**src/rtl/rr_arbiter_8_pkg.sv**
```systemverilog
// Shared types and constants for the 8-way round-robin arbiter.
package arb_pkg;

    localparam int N_REQ = 8;
    localparam int IDX_W = 3;

    typedef enum logic {IDLE, GRANT} arb_state_t;

    typedef logic [N_REQ-1:0] req_vec_t;

    // Index of the set bit in a one-hot vector; zero input yields zero.
    function automatic logic [IDX_W-1:0] onehot_idx(input req_vec_t oh);
        logic [IDX_W-1:0] idx;
        idx = '0;
        for (int i = 0; i < N_REQ; i++) begin
            if (oh[i]) idx = idx | IDX_W'(i);
        end
        return idx;
    endfunction

endpackage

```
**src/rtl/rr_arbiter_8_if.sv**
```systemverilog
// Request/grant bundle between the requesters (master) and the arbiter (slave).
interface rr_arbiter_8_if;
    import arb_pkg::*;

    req_vec_t         req_i;
    logic             ack_i;
    req_vec_t         gnt_o;
    logic             gnt_valid_o;
    logic             timeout_o;
    logic [IDX_W-1:0] ptr_o;

    modport slave (
        input  req_i, ack_i,
        output gnt_o, gnt_valid_o, timeout_o, ptr_o
    );

    modport master (
        output req_i, ack_i,
        input  gnt_o, gnt_valid_o, timeout_o, ptr_o
    );
endinterface

```
**src/rtl/rr_arbiter_8_pick.sv**
```systemverilog
// Round-robin pick: rotate requests so ptr sits at bit 0, isolate the lowest
// set bit, then rotate the result back into place.
module rr_priority_pick
    import arb_pkg::*;
(
    input  req_vec_t         req_i,
    input  logic [IDX_W-1:0] ptr_i,
    output req_vec_t         onehot_o,
    output logic             any_o
);

    logic [2*N_REQ-1:0] dbl_req;
    logic [2*N_REQ-1:0] dbl_oh;
    req_vec_t           rot;
    req_vec_t           rot_oh;

    assign dbl_req  = {req_i, req_i} >> ptr_i;
    assign rot      = dbl_req[N_REQ-1:0];
    // Two's-complement trick keeps only the lowest set bit.
    assign rot_oh   = rot & (~rot + req_vec_t'(1));
    assign dbl_oh   = {rot_oh, rot_oh} << ptr_i;
    assign onehot_o = dbl_oh[2*N_REQ-1:N_REQ];
    assign any_o    = |req_i;

endmodule

```
**src/rtl/rr_arbiter_8.sv**
```systemverilog
// 8-requester round-robin arbiter: registered one-hot grant held until ack,
// withdraw or hold timeout; pointer advances past the winner on release.
module rr_arbiter_8
    import arb_pkg::*;
#(
    parameter int N_REQ    = 8,
    parameter int MAX_HOLD = 16
) (
    input  logic             clk_i,
    input  logic             rst_i,
    rr_arbiter_8_if.slave    bus
);

    if (N_REQ != arb_pkg::N_REQ) begin : g_bad_n_req
        $error("rr_arbiter_8: N_REQ must be 8");
    end

    localparam int               CNT_W    = (MAX_HOLD > 0) ? $clog2(MAX_HOLD + 1) : 1;
    localparam logic [CNT_W-1:0] CNT_LAST = CNT_W'((MAX_HOLD > 0) ? MAX_HOLD - 1 : 0);
    localparam logic [CNT_W-1:0] CNT_SAT  = CNT_W'(MAX_HOLD);

    arb_state_t       state_q, state_d;
    req_vec_t         gnt_q, gnt_d;
    logic             gnt_valid_q, gnt_valid_d;
    logic             timeout_q, timeout_d;
    logic [IDX_W-1:0] ptr_q, ptr_d;
    logic [CNT_W-1:0] cnt_q, cnt_d;

    req_vec_t pick_oh;
    logic     pick_any;
    logic     hold_expired;
    logic     withdrawn;

    rr_priority_pick u_pick (
        .req_i    (bus.req_i),
        .ptr_i    (ptr_q),
        .onehot_o (pick_oh),
        .any_o    (pick_any)
    );

    assign hold_expired = (MAX_HOLD > 0) && (cnt_q == CNT_LAST);
    assign withdrawn    = (gnt_q & bus.req_i) == '0;

    // NOTE: every always_comb output is defaulted first so no path infers a latch.
    always_comb begin
        state_d     = state_q;
        gnt_d       = gnt_q;
        gnt_valid_d = gnt_valid_q;
        timeout_d   = 1'b0;
        ptr_d       = ptr_q;
        cnt_d       = cnt_q;

        unique case (state_q)
            IDLE: begin
                gnt_d       = '0;
                gnt_valid_d = 1'b0;
                if (pick_any) begin
                    gnt_d       = pick_oh;
                    gnt_valid_d = 1'b1;
                    cnt_d       = '0;
                    state_d     = GRANT;
                end
            end
            GRANT: begin
                // Ack beats timeout beats withdraw; all three release the grant.
                if (bus.ack_i || hold_expired || withdrawn) begin
                    gnt_d       = '0;
                    gnt_valid_d = 1'b0;
                    timeout_d   = !bus.ack_i && hold_expired;
                    ptr_d       = onehot_idx(gnt_q) + IDX_W'(1);
                    state_d     = IDLE;
                end else if (cnt_q != CNT_SAT) begin
                    cnt_d = cnt_q + CNT_W'(1);
                end
            end
            default: state_d = IDLE;
        endcase
    end

    // NOTE: sequential state uses non-blocking assignments so every register
    // samples the pre-edge value of its peers.
    always_ff @(posedge clk_i) begin
        if (rst_i) begin
            state_q     <= IDLE;
            gnt_q       <= '0;
            gnt_valid_q <= 1'b0;
            timeout_q   <= 1'b0;
            ptr_q       <= '0;
            cnt_q       <= '0;
        end else begin
            state_q     <= state_d;
            gnt_q       <= gnt_d;
            gnt_valid_q <= gnt_valid_d;
            timeout_q   <= timeout_d;
            ptr_q       <= ptr_d;
            cnt_q       <= (MAX_HOLD > 0) ? cnt_d : '0;
        end
    end

    assign bus.gnt_o       = gnt_q;
    assign bus.gnt_valid_o = gnt_valid_q;
    assign bus.timeout_o   = timeout_q;
    assign bus.ptr_o       = ptr_q;

    a_valid_matches_gnt : assert property (@(posedge clk_i) bus.gnt_valid_o == (bus.gnt_o != '0));
    a_gnt_onehot0       : assert property (@(posedge clk_i) $onehot0(bus.gnt_o));

endmodule

```
**src/flat_wrapper.sv**
```systemverilog
// flat-port wrapper written by rule: the top's interface ports become plain ports
module rr_arbiter_8_flat import arb_pkg::*;
#(
    parameter int N_REQ    = 8,
    parameter int MAX_HOLD = 16
)
  (clk_i, rst_i, bus_req_i, bus_ack_i, bus_gnt_o, bus_gnt_valid_o, bus_timeout_o, bus_ptr_o);
  rr_arbiter_8_if bus_i ();
  input  logic clk_i;
  input  logic rst_i;
  input wire logic [$bits(bus_i.req_i)-1:0] bus_req_i;
  input wire logic [$bits(bus_i.ack_i)-1:0] bus_ack_i;
  output wire logic [$bits(bus_i.gnt_o)-1:0] bus_gnt_o;
  output wire logic [$bits(bus_i.gnt_valid_o)-1:0] bus_gnt_valid_o;
  output wire logic [$bits(bus_i.timeout_o)-1:0] bus_timeout_o;
  output wire logic [$bits(bus_i.ptr_o)-1:0] bus_ptr_o;
  assign bus_i.req_i = bus_req_i;
  assign bus_i.ack_i = bus_ack_i;
  assign bus_gnt_o = bus_i.gnt_o;
  assign bus_gnt_valid_o = bus_i.gnt_valid_o;
  assign bus_timeout_o = bus_i.timeout_o;
  assign bus_ptr_o = bus_i.ptr_o;
  rr_arbiter_8 #(.N_REQ(N_REQ), .MAX_HOLD(MAX_HOLD)) u_core (.clk_i(clk_i), .rst_i(rst_i), .bus(bus_i));
endmodule
```
**config.mk**
```make
export PLATFORM = sky130hd
export DESIGN_NAME = rr_arbiter_8_flat
export DESIGN_NICKNAME = d
export VERILOG_FILES = /design/src/rtl/rr_arbiter_8_pkg.sv /design/src/rtl/rr_arbiter_8_if.sv /design/src/rtl/rr_arbiter_8_pick.sv /design/src/rtl/rr_arbiter_8.sv /design/src/flat_wrapper.sv
export SDC_FILE = /design/constraint.sdc
export NUM_CORES = 1
export LEC_CHECK = 0
export ABC_AREA = 1
export CORE_ASPECT_RATIO = 0.75
export CORE_UTILIZATION = 59
export CTS_CLUSTER_SIZE = 12
export DETAILED_ROUTE_END_ITERATION = 12
export PLACE_DENSITY = 0.86
export SYNTH_ARGS = -nofsm -noshare
export SYNTH_HDL_FRONTEND = slang
export SYNTH_HIERARCHICAL = 1
export SYNTH_SLANG_ARGS = --single-unit
```
**constraint.sdc**
```tcl
create_clock -name clk_i -period 3.4 [get_ports clk_i]
set_input_delay 0.34 -clock clk_i [delete_from_list [all_inputs] [get_ports clk_i]]
set_output_delay 0.34 -clock clk_i [all_outputs]
set_load 0.02 [all_outputs]
```
==> After elaboration in Yosys (flattened, before gate mapping) <==
Index checks and enable logic that the tools add are counted.
{ "word_totals": {"elab_cells": 52, "output_inout_bits": 13, "ff_bits": 19, "inputBits": 11} }
{ "classes": {"shift": 2, "addsub": 3, "n_mux": 21, "reduce_logical": 9, "bitwise": 5, "eq_ne": 6} }
{ "op_table": {"columns": ["operator", "count"], "rows": [
  ["3-bit 2-to-1 mux", 6],
  ["8-bit bitwise AND", 2],
  ["8-bit 2-to-1 mux", 2],
  ["8-bit one-hot mux with 2 select lines", 1],
  ["16-bit by 3-bit left shift with 16-bit output", 1],
  ["16-bit by 3-bit >> shifter with 8-bit output", 1],
  ["5-bit 2-to-1 mux", 3],
  ["5-bit one-hot mux with 2 select lines", 1],
  ["8-bit by 1-bit adder with 8-bit output (second input constant)", 1],
  ["8-bit zero test", 1],
  ["8-bit inverter", 1],
  ["8-bit OR reduction", 1],
  ["2-bit != test (second input constant)", 3],
  ["5-bit by 1-bit adder with 5-bit output (second input constant)", 1],
  ["5-bit by 4-bit equality test with 1-bit output (second input constant)", 1],
  ["5-bit != test (second input constant)", 1],
  ["1-bit 2-to-1 mux", 4],
  ["2-bit 2-to-1 mux", 2],
  ["1-bit one-hot mux with 2 select lines", 2],
  ["3-bit by 1-bit adder with 3-bit output (second input constant)", 1],
  ["3-bit AND reduction", 1],
  ["3-bit OR reduction", 1],
  ["1-bit logical OR", 2],
  ["2-bit by 1-bit != test with 1-bit output (second input constant)", 1],
  ["4 further kinds", 5]
]} }

==> Depth between registers and ports, before layout <==
{ "depth": {"word_depth": 10, "mapped_depth": 16, "mapped_depth_nobuf": 14} }

==> Hierarchy <==
Netlist, hierarchy kept.
{ "modules_own_cells": {"columns": ["module", "area_each_um2", "cells_each", "seq_area_each_um2", "instances"], "rows": [
  ["rr_arbiter_8", 938.4, 134, 380.4, 1],
  ["rr_priority_pick", 706.9, 152, 0.0, 1]
]} }

==> Least setup slack after synthesis <==
OpenSTA, ideal clock, no wires.
{ "synth_path": {"path_type": "register to register", "start": "register u_core.ptr_q[0] (netlist: u_core/bus.ptr_o[0])", "end": "register u_core.gnt_q[2] (netlist: u_core/bus.gnt_o[2])", "slack_ps": 1512, "n_path_buf": 2, "path_stages_with_launch": 17, "setup_ps": 70, "arrival_time_ps": 1818, "path_cell_list": "dfxtp_1 -> buf_6 -> inv_4 -> buf_6 -> nand2_1 -> nand3_1 -> nand2_1 -> nand2_1 -> nand2_2 -> nand2_2 -> nor2_8 -> nand3_1 -> nand3_1 -> nand3_1 -> nand2_1 -> nand2_1 -> a21oi_1"} }
{ "synth_via": {"elab_chain_len": 7} }
{ "synth_lines": {"columns": ["item", "line", "rtl"], "rows": [
  ["start, declared", "rr_arbiter_8.sv:26", "logic [IDX_W-1:0] ptr_q, ptr_d;"],
  ["start signal, assigned", "rr_arbiter_8.sv:95", "ptr_q <= ptr_d;"],
  ["16-bit by 3-bit >> shifter with 8-bit output", "rr_arbiter_8_pick.sv:17", "assign dbl_req = {req_i, req_i} >> ptr_i;"],
  ["8-bit inverter", "rr_arbiter_8_pick.sv:20", "assign rot_oh = rot & (~rot + req_vec_t'(1));"],
  ["8-bit by 1-bit adder with 8-bit output", "rr_arbiter_8_pick.sv:20", null],
  ["8-bit bitwise AND", "rr_arbiter_8_pick.sv:20", null],
  ["16-bit by 3-bit left shift with 16-bit output *", "rr_arbiter_8_pick.sv:21", "assign dbl_oh = {rot_oh, rot_oh} << ptr_i;"],
  ["named net u_core.pick_oh[2]", "rr_arbiter_8.sv:29", "req_vec_t pick_oh;"],
  ["8-bit 2-to-1 mux *", "rr_arbiter_8.sv:57", "if (pick_any) begin"],
  ["8-bit one-hot mux with 2 select lines *", "rr_arbiter_8.sv:53", "unique case (state_q)"],
  ["end signal, assigned", "rr_arbiter_8.sv:92", "gnt_q <= gnt_d;"],
  ["end, declared", "rr_arbiter_8.sv:23", "req_vec_t gnt_q, gnt_d;"]
]} }
Mark *: on every way through the listed nets, which the timed path passes. The rest lies on a longest branch.
A chain may end at the register's enable or synchronous reset.

==> Worst setup path after layout <==
{ "layout_path": {"start": "register u_core.ptr_q[1] (netlist: u_core/bus.ptr_o[1])", "end": "register u_core.gnt_q[3] (netlist: u_core/bus.gnt_o[3])"} }
Same word-level chain as after synthesis.

==> parameters.txt <==
Parameter                              Value

Outcome
  Result of the run    complete, no violations

Die
  I/O pin total    24
  Die area    around 0.0030 mm^2
  Horizontal extent of the die    63.0 um
  Std-Cell Core Area    about 0.0026 mm^2
  Chip Height    between 40 and 50 um
  Row count    16
  Initial cell density of the core    0.627

Drt
  Final routed wire length divided by cell count    13.0 um
  Drc violations    0
  Final wirelength    approximately 4400 um
  Vias per Instance    just under 6
  Count of TritonRoute iterations in the first routing pass    5
  Iteration-0 DRC Markers    211
  Post-route antenna net violation count    0
  Total number of vias    1,968

Hold path
  Hold Startpoint    u_core/bus.gnt_valid_o$_SDFFE_PP0P_
  Number of cells traversed by the worst hold path    2
  Worst min-delay path class    flip-flop to flip-flop
  Hold Path End    u_core/bus.gnt_valid_o$_SDFFE_PP0P_

Clock tree
  Clock root buffer    sky130_fd_sc_hd__clkbuf_8
  Number of buffers created by CTS    3
  Clock Path Buffers    2
  H-tree lvl count    1
  # resized after CTS    0
  Post-CTS setup buffer count    0
  Hold buffers post-CTS    0
  Clock transition at the registers of the reported paths    0.07 ns
  TritonCTS clock tree    done
  # clock sinks    19
  Clk Latency, worst-skew pair    0.26 ns

Logic synthesis
  Main combinational cell family by area after synthesis    simple AND/OR/NAND/NOR gates
  Cell variety after synth    28
  Part of the Yosys area used for sequential elements    0.231
  Avg Inst Size Synth    5.75 um^2
  Flop and latch count out of synthesis    19
  Mapped Cells    ~290
  Net count after synthesis    301
  Simple logic cell fraction of the synthesized area    0.584
  Yosys warnings    6
  Area of the mapped netlist    roughly 0.0016 mm^2
  Share of Yosys cell area claimed by the top area cell type    0.240
  Largest area contributor in the synthesized netlist    sky130_fd_sc_hd__nand2_1
  Area share of fa/ha/maj cells after synthesis    0.0304
  Complex-gate fraction of the synthesized area    0.0654
  Multiplexer share of the synthesized area    0
  Top cells by area, synth    sky130_fd_sc_hd__nand2_1 (24%), sky130_fd_sc_hd__dfxtp_1 (23%), sky130_fd_sc_hd__nand3_1 (21%)
  XOR/XNOR share of the synthesized area    0.00532

Setup path
  R2r startpoint    u_core/bus.ptr_o[1]$_SDFFE_PP0P_
  Family with the most delay on the worst path    simple AND/OR/NAND/NOR gates
  Capture point of the worst reg-to-reg path    u_core/bus.gnt_o[3]$_SDFFE_PP0P_
  Cells on worst reg2reg path    13
  List of cells traversed by the critical path    inv_2 > nand3_1 > nand2_1 > nand2_1 > nand2_1 > inv_2 > nor2_1 > o21ai_0 > nand2_1 > nand3_1 > nand2_1 > nand2_1 > a21oi_1
  Worst path most repeated cell    sky130_fd_sc_hd__nand2_1
  Arrival time reported for the critical path endpoint    roughly 2.3 ns
  Worst path bufs/invs    2
  Critical path capture point type    flip-flop
  Critical path type    flip-flop to flip-flop
  Category of the worst setup path launch point    flip-flop
  Critical Path RT    3.53 ns
  Worst stage delay on the critical path    0.59 ns
  Standard cell with the maximum stage delay on the critical path    sky130_fd_sc_hd__dfxtp_1
  Reg-to-reg setup timing slack    between 1 and 1.5 ns
  Crit-path max FO    16
  Origin of the worst setup path    u_core/bus.ptr_o[1]$_SDFFE_PP0P_

STA
  Fin crit period    roughly 2.1 ns
  Transition at the pin with the smallest max-transition slack    around 0.48 ns
  Tightest slew margin relative to the limit    0.679
  Final number of hold-violating endpoints    0
  Pins over their slew limit    0
  Highest achievable clock rate    467 MHz
  Final Skew    0.00797 ns
  Final setup violation count    0
  Ratio of final minimum period to clock period    0.629
  Unrepaired setup endpoints after global routing    false
  Total Neg Setup Slack    0 ns

Place
  Area after DPL    0.00186 mm^2
  HPWL after DPL    ~3300 um
  Routability cong.    approximately 0.86
  PortBufs    23

Power
  Ratio of total power to cell area    between 600 and 700 mW/mm^2
  P_int    594 uW
  Sw Share    0.492
  Net switching power    about 570 uW
  Max IR drop VDD    between 0.4 and 0.5 mV
  Comb power frac    0.599
  Leakage power    around 0.9 nW
  Total power of the final layout    around 1.2 mW
  Sequential group share of total power    0.266
  Share of total power in the clock network    0.135

GRT
  Leftover overflow at the end of global routing    0
  Global-route usage over all layers    0.300
  Wire length of the first global-routing pass    roughly 7000 um
  Antenna violations before repair    0
  Largest net degree at the start of global routing    21
  Number of global-route vias before repair    1,553

Final layout
  Layout filler cell count    233
  Synthesis-to-finish area growth    16.0%
  ANT cells    0
  Fraction of layout instances using a drive strength above 1    0.0787
  Post-layout instance area    about 0.0019 mm^2
  Net count, final    roughly 320

Flow run
  Maximum capacitance violations    0
[power by group through the flow]
stage	clock, mW	combinational, mW	sequential [mW]
floorplan	0	0.509	0.328
global placement	0	0.674	0.311
detailed placement	0	0.685	0.312
CTS	0.161	0.689	0.308
global route	0.169	0.787	0.314
finish	0.158	0.700	0.311
[routing by layer]
metal	up-vias	part of all wire	global-route usage
met2	98	0.43	0.484
met4	0	0.0048	0.0605
met3	4	0.086	0.0452
met5	-	0	0
li1	990	-	-
met1	876	0.48	0.432
[cell usage after synthesis (all sizes together)]
| master | count |
|---|---|
| nand2 | 113 |
| o21ai | 5 |
| nor4 | 2 |
| nor2 | 27 |
| ha | 4 |
| or4 | 1 |
| dlygate4sd1 | 1 |
| nand3 | 69 |
| buf | 10 |
| nand4 | 1 |
| xor2 | 1 |
| or2 | 1 |
| clkinv | 1 |
| inv | 14 |
| nor3b | 1 |
| a21oi | 15 |
| o21a | 1 |
| dfxtp | 19 |
[metrics by stage]
stage	hold WS [ns]	util	worst slack, ns	cells
floorplan	0.474	-	1.51	286
finish	0.466	0.728	1.26	341
global placement	0.457	0.711	1.18	337
CTS	0.467	0.728	1.31	341
global route	0.504	0.728	0.926	341
detailed placement	0.454	0.711	1.17	337
[tightest hold or removal path, delay by kind of cell (launching register included)]
kind	cells	cell delay [ns]
flops	1	0.31
simple gates	1	0.06
compound gates	1	0.05
[registers in the layout, indices dropped and copies added (netlist names)]
signal                  cells
u_core/bus.gnt_o            8
u_core/cnt_q                5
u_core/state_q              1
u_core/bus.ptr_o            3
u_core/bus.gnt_valid_o      1
u_core/bus.timeout_o        1
[layout make-up]
type                    instances  area, um^2  share of cell area
clock buffers                   4        45.0              0.0236
well taps                      36        45.0              0.0236
repair buffers                 26         253               0.132
multi-input cells             241        1130               0.590
flip-flops and latches         19         380               0.199
inverters                      15        58.8              0.0308
[layout by cell type (no fill, tap or decap)]
master	synthesis	final
sky130_fd_sc_hd__nand2_1	105	105
sky130_fd_sc_hd__nand3_1	69	69
sky130_fd_sc_hd__nor2_1	25	25
sky130_fd_sc_hd__clkdlybuf4s50_1	0	23
sky130_fd_sc_hd__dfxtp_1	19	19
sky130_fd_sc_hd__a21oi_1	15	15
sky130_fd_sc_hd__inv_1	8	8
sky130_fd_sc_hd__nand2_2	7	7
sky130_fd_sc_hd__inv_2	5	5
sky130_fd_sc_hd__ha_1	4	4
sky130_fd_sc_hd__clkbuf_8	0	3
sky130_fd_sc_hd__buf_4	1	3
sky130_fd_sc_hd__o21ai_0	3	3
sky130_fd_sc_hd__o21ai_1	2	2
sky130_fd_sc_hd__nor4_1	2	2
sky130_fd_sc_hd__clkbuf_1	0	1
sky130_fd_sc_hd__or4_2	1	1
sky130_fd_sc_hd__nor2_4	1	1
sky130_fd_sc_hd__o21a_1	1	1
sky130_fd_sc_hd__nand2_4	1	1
sky130_fd_sc_hd__xor2_1	1	1
sky130_fd_sc_hd__or2_2	1	1
sky130_fd_sc_hd__nor3b_1	1	1
sky130_fd_sc_hd__nand4_1	1	1
sky130_fd_sc_hd__inv_4	1	1
sky130_fd_sc_hd__clkinv_1	1	1
sky130_fd_sc_hd__nor2_8	1	1
[kinds of logic after synthesis]
group	after synthesis
flops	19
fa+ha+maj	4
buf+inv	26
compound gates	21
simple gates	215
xor+xnor	1
[worst max-delay path by stage]
stage / depth (start not counted) / to
after floorplan: 16 / u_core/bus.gnt_o[2]$_SDFFE_PP0P_
after global routing: 13 / u_core/bus.gnt_o[3]$_SDFFE_PP0P_
final: 13 / u_core/bus.gnt_o[3]$_SDFFE_PP0P_
after detailed placement: 14 / u_core/bus.gnt_o[6]$_SDFFE_PP0P_
after global placement: 14 / u_core/bus.gnt_o[6]$_SDFFE_PP0P_
after CTS: 13 / u_core/bus.gnt_o[3]$_SDFFE_PP0P_
No activity file was read; power rests on OpenSTA's default activity.
